`src/rtl/decode_issue_stage.sv`:
```
// Decode/issue stage: immediate generation, one-entry valid/ready slot and a per-register scoreboard.
// Define DECODE_PERF_EN to add the saturating perf_issued / perf_stall counters.
module decode_issue_stage #(
   parameter int XLEN      = 36,
   parameter int NREGS     = 32,
   parameter int IMM_TYPES = 9,
   localparam int RA       = $clog2(NREGS)
) (
   input  logic             clk,
   input  logic             rst_n,
   input  logic             in_valid,
   output logic             in_ready,
   input  logic [31:0]      inst,
   input  logic [XLEN-1:0]  pc_plus_4,
   input  logic [3:0]       imm_type,
   input  logic [RA-1:0]    rs1_addr,
   input  logic [RA-1:0]    rs2_addr,
   input  logic [RA-1:0]    rd_addr,
   input  logic             rs1_used,
   input  logic             rs2_used,
   input  logic             rd_write,
   output logic             out_valid,
   input  logic             out_ready,
   output logic [31:0]      out_inst,
   output logic [XLEN-1:0]  out_pc_plus_4,
   output logic [XLEN-1:0]  out_imm,
   output logic [RA-1:0]    out_rd_addr,
   output logic             out_rd_write,
   input  logic             wb_valid,
   input  logic [RA-1:0]    wb_addr,
   input  logic             flush,
   output logic [NREGS-1:0] pending
`ifdef DECODE_PERF_EN
   ,
   output logic [31:0]      perf_issued,
   output logic [31:0]      perf_stall
`endif
);

   // Handshake: a transfer happens on a cycle where valid && ready are both high;
   // ready never depends on valid of the same side.
   logic             r_valid;
   logic [31:0]      r_inst;
   logic [XLEN-1:0]  r_pc_plus_4;
   logic [XLEN-1:0]  r_imm;
   logic [RA-1:0]    r_rd_addr;
   logic             r_rd_write;
   logic [NREGS-1:0] r_pending;
   logic [NREGS-1:0] w_pending_nxt;
   logic [XLEN-1:0]  w_imm;
   logic             w_busy_rs1;
   logic             w_busy_rs2;
   logic             w_busy_rd;
   logic             w_hazard;
   logic             w_in_ready;
   logic             w_accept;
   logic             w_drain;

   always_comb begin
      w_imm = '0;
      if (int'(imm_type) < IMM_TYPES) begin
         case (imm_type)
            4'd0:    w_imm = XLEN'(inst[24:0]);
            4'd1:    w_imm = XLEN'($signed({inst[24:20], inst[15:0]}));
            4'd2:    w_imm = XLEN'($signed(inst[21:0]));
            4'd3:    w_imm = XLEN'($signed(inst[14:0]));
            4'd4:    w_imm = XLEN'($signed(inst[18:0]));
            4'd5:    w_imm = XLEN'($signed({inst[24:20], inst[9:0]}));
            4'd6:    w_imm = XLEN'($signed(inst[14:4]));
            4'd7:    w_imm = XLEN'($signed({inst[24:20], inst[14:4]}));
            4'd8:    w_imm = XLEN'($signed({inst[24:20], inst[9:4]}));
            default: w_imm = '0;
         endcase
      end
   end

   // A register is busy while pending (unless retiring this cycle) or while the slot will write it.
   assign w_busy_rs1 = (r_pending[rs1_addr] && !(wb_valid && wb_addr == rs1_addr)) ||
                       (r_valid && r_rd_write && r_rd_addr == rs1_addr);
   assign w_busy_rs2 = (r_pending[rs2_addr] && !(wb_valid && wb_addr == rs2_addr)) ||
                       (r_valid && r_rd_write && r_rd_addr == rs2_addr);
   assign w_busy_rd  = (r_pending[rd_addr] && !(wb_valid && wb_addr == rd_addr)) ||
                       (r_valid && r_rd_write && r_rd_addr == rd_addr);

   assign w_hazard   = (rs1_used && w_busy_rs1) || (rs2_used && w_busy_rs2) || (rd_write && w_busy_rd);
   assign w_in_ready = !flush && !w_hazard && (!r_valid || out_ready);
   assign w_accept   = in_valid && w_in_ready;
   assign w_drain    = r_valid && out_ready && !flush;

   always_comb begin
      w_pending_nxt = r_pending;
      if (wb_valid) w_pending_nxt[wb_addr] = 1'b0;
      if (w_drain && r_rd_write) w_pending_nxt[r_rd_addr] = 1'b1;
   end

   always_ff @(posedge clk or negedge rst_n) begin
      if (!rst_n) begin
         r_valid     <= 1'b0;
         r_inst      <= '0;
         r_pc_plus_4 <= '0;
         r_imm       <= '0;
         r_rd_addr   <= '0;
         r_rd_write  <= 1'b0;
         r_pending   <= '0;
      end else begin
         r_pending <= w_pending_nxt;
         if (flush) begin
            r_valid <= 1'b0;
         end else if (w_accept) begin
            r_valid     <= 1'b1;
            r_inst      <= inst;
            r_pc_plus_4 <= pc_plus_4;
            r_imm       <= w_imm;
            r_rd_addr   <= rd_addr;
            r_rd_write  <= rd_write;
         end else if (w_drain) begin
            r_valid <= 1'b0;
         end
      end
   end

   assign in_ready      = w_in_ready;
   assign out_valid     = r_valid;
   assign out_inst      = r_inst;
   assign out_pc_plus_4 = r_pc_plus_4;
   assign out_imm       = r_imm;
   assign out_rd_addr   = r_rd_addr;
   assign out_rd_write  = r_rd_write;
   assign pending       = r_pending;

`ifdef DECODE_PERF_EN
   logic [31:0] r_perf_issued;
   logic [31:0] r_perf_stall;

   always_ff @(posedge clk or negedge rst_n) begin
      if (!rst_n) begin
         r_perf_issued <= '0;
         r_perf_stall  <= '0;
      end else begin
         if (w_drain && r_perf_issued != 32'hFFFF_FFFF) r_perf_issued <= r_perf_issued + 32'd1;
         if (in_valid && w_hazard && !flush && r_perf_stall != 32'hFFFF_FFFF)
            r_perf_stall <= r_perf_stall + 32'd1;
      end
   end

   assign perf_issued = r_perf_issued;
   assign perf_stall  = r_perf_stall;
`endif

endmodule

```
`config.mk`:
```
export PLATFORM = sky130hd
export DESIGN_NAME = decode_issue_stage
export DESIGN_NICKNAME = d
export VERILOG_FILES = /design/src/rtl/decode_issue_stage.sv
export SDC_FILE = /design/constraint.sdc
export NUM_CORES = 1
export LEC_CHECK = 0
export ABC_AREA = 1
export ABC_CLOCK_PERIOD_IN_PS = 3000
export CAP_MARGIN = 20
export CORE_MARGIN = 8
export CORE_UTILIZATION = 50
export DETAILED_ROUTE_END_ITERATION = 10
export PLACE_DENSITY = 0.86
export SLEW_MARGIN = 30
export SYNTH_ARGS = -nofsm -noshare
export SYNTH_HDL_FRONTEND = slang
export SYNTH_SLANG_ARGS = --single-unit
export TNS_END_PERCENT = 5
```
`constraint.sdc`:
```
create_clock -name clk -period 3 [get_ports clk]
set_clock_uncertainty 0.2 [all_clocks]
set_input_delay 0.3 -clock clk [delete_from_list [all_inputs] [get_ports clk]]
set_output_delay 0.3 -clock clk [all_outputs]
set_load 0.01 [all_outputs]
```
==> flow_summary.ini <==
[worst_setup_path]
arrival_ns = 2.08
crit_path_max_fanout = 6
ff2ff_path_depth = 14
cp_data_required_time_ns = 2.50
cp-start-kind = primary input
critPathCaptureType = primary output
criticalPathCategory = primary input to primary output

[floorplanning]
fp.dieW_um = 137
fp-row-count = 44
dieArea_um2 = 18800
core_area_um2 = 14400
die_h_um = 137
io_pins = 245
start_util_pct = 50.9

[sta]
fmax_mhz = 387
fin_crit_ns = 2.58
slew_headroom_pct = 56.9
final_hold_viol_count = 0
final.setup.tns_ns = 0
finalMaxSlewViolations = 0
finalCritPeriodShare_pct = 86.1
rsz0062_at_grt = false
worst_pin_slew_ns = 0.647
setup_viol = 0

[synthesis]
syn_area_per_cell_um2 = 7.31
syn_area_um2 = 7350
syn_nets = 1106
yosysUniqueCellTypes = 27
yosys_warnings = 0
yosys_register_bits = 133
synth-seq-area-share_pct = 45.3
synth_cells = 1005

[run]
drv_cap = 0

[placed_design]
place_congestion = 0.955
place_area_um2 = 9990
dp_hpwl_um = 20800
port_buffers = 244

[hold_path]
hp-class = primary input to register
holdPathStages = 3

[routing]
drcViolationCount = 0
vias_per_cell = 5.76
wl_per_cell_um = 19.5
num_vias = 8293
drt-initial-drc-count = 790
first_pass_iters = 8
drtAntennaViolNets = 0
drt_wl_total_um = 28100

[clock_network]
clkTransAtPathRegs_ns = 0.06
cts_max_level = 4
postCtsSetupRepairBufs = 0
clkLatencyLatePin_ns = 0.42
cts_sinks = 133
cts_tree = yes
ctsLongestPathBuffers = 2
cts_buffers = 17
root_buffer = clkbuf_16

[cells_and_area]
postLayoutCellArea_um2 = 10600
nets = 1344
layout-drive-gt1-share_pct = 6.22
areaGrowthSynthToFinish_pct = 44.9
antennaDiodeCount = 0
fillers = 1131

[power]
p_leak_nw = 5.06
p_total_w = 0.00674
p_per_area_nw_per_um2 = 633
ir_worst_vdd_mv = 0.431

[global_routing]
grt_pass1_wl_um = 44100
grt_pass1_vias = 8294
grt_use_total_pct = 29.8
grt_max_degree = 86
antenna_found_initial = 0
grt_overflow = 0

[run_status]
status = finished, final reports clean
[worst paths after layout]
path,slack (ns),start,to
max,0.42,rd_addr[1],in_ready
min,0.04,in_valid,out_inst[31]
max reg2reg,0.56,pending[0],out_inst[2]
min reg2reg,0.27,out_pc_plus_4[12],out_pc_plus_4[12]
max in group asynchronous,1.62,rst_n,out_inst[19]
min in group asynchronous,0.26,rst_n,out_inst[6]
[placed cells by master (no fill, tap or decap), drive strengths merged]
cell type / Yosys / routed
a21oi: 15 / 15
a221oi: 6 / 6
buf: 48 / 38
bufinv: 0 / 3
clkbuf: 14 / 21
clkdlybuf4s50: 0 / 238
clkinv: 3 / 3
clkinvlp: 0 / 5
dfrtp: 133 / 133
dlygate4sd3: 0 / 1
dlymetal6s2s: 0 / 4
inv: 75 / 77
nand2: 355 / 355
nand3: 211 / 211
nand3b: 1 / 1
nand4: 2 / 2
nor2: 17 / 17
nor3: 5 / 5
o2111ai: 4 / 4
o211ai: 10 / 10
o21ai: 85 / 85
o221ai: 2 / 2
o22ai: 16 / 16
or2: 1 / 1
xnor2: 1 / 1
xor2: 1 / 1
[final cells by class]
cell class / count / area, um2 / share of cell area [%]
sequential: 133 / 3330 / 31.3
multi-input combinational: 732 / 3320 / 31.2
clock buffer: 21 / 480 / 4.51
tap: 184 / 230 / 2.16
timing repair buffer: 281 / 2830 / 26.6
inverter: 78 / 304 / 2.86
clock inverter: 10 / 146 / 1.38
[cell families after synthesis]
logic type / Yosys count / share of synthesized area, %
simple gates: 592 / 34.1
buf+inv: 140 / 9.71
compound gates: 138 / 10.6
flops: 133 / 45.3
xor+xnor: 2 / 0.239
[worst max-delay path: stages]
cell and delay (ns):
clkdlybuf4s50_1 0.48, clkinv_1 0.16, buf_4 0.21, nand3_1 0.08, nand3_1 0.08, nand2_1 0.07, nand2_1 0.05, nand3_1 0.08
nand3_1 0.11, nand2_1 0.09, nand2_1 0.05, nand2_1 0.10, nor2_4 0.05, dlymetal6s2s_1 0.18
[synth_stat cells, drive strengths merged]
cell,number,area (um2)
o21ai,85,425
dfrtp,133,3330
nand3b,1,7.51
o22ai,16,100
o221ai,2,17.5
o211ai,10,75.1
nor3,5,25.0
a21oi,15,75.1
buf,48,364
clkbuf,14,53.8
nand2,355,1330
nand3,211,1060
a221oi,6,52.6
nor2,17,66.3
o2111ai,4,35.0
or2,1,6.26
clkinv,3,11.3
xnor2,1,8.76
xor2,1,8.76
nand4,2,12.5
inv,75,284
[report_power, final]
group / switching, W / internal [W]
registers: 0.000275 / 0.00215
logic: 0.00106 / 0.00106
clock network: 0.000794 / 0.00140
[per-layer routing]
layer	up-vias	GRT usage (%)	share of wire [%]
met5	-	0	0
met4	0	11.2	2.8
met3	65	9.63	11
met2	506	48.0	48
met1	3919	36.8	38
li1	3803	-	-
[metrics by stage]
step	hold slack [ns]	setup slack [ns]	util, %	std cells
2_1_floorplan	-0.196	0.971	-	1005
3_3_place_gp	0.147	0.0471	69.2	1407
3_5_place_dp	0.151	0.0148	69.2	1407
4_1_cts	0.0365	0.00147	73.7	1439
5_1_grt	0.0423	0.268	73.8	1439
6_report	0.0419	0.416	73.8	1439
[flip-flops by register name (all words and copies together), names as in the netlist]
signal and count:
out_imm 26, pending 32, out_pc_plus_4 36, out_rd_write 1
out_valid 1, out_inst 32, out_rd_addr 5
[what timing repair did]
item | 4_1_cts | 5_1_grt
hold buffers | 1 | 0
endpoints found under the hold margin | 68 | 0
endpoints found under the setup margin | 0 | 1
resized for setup | 0 | 8
Power figures use the tool's default switching activity.
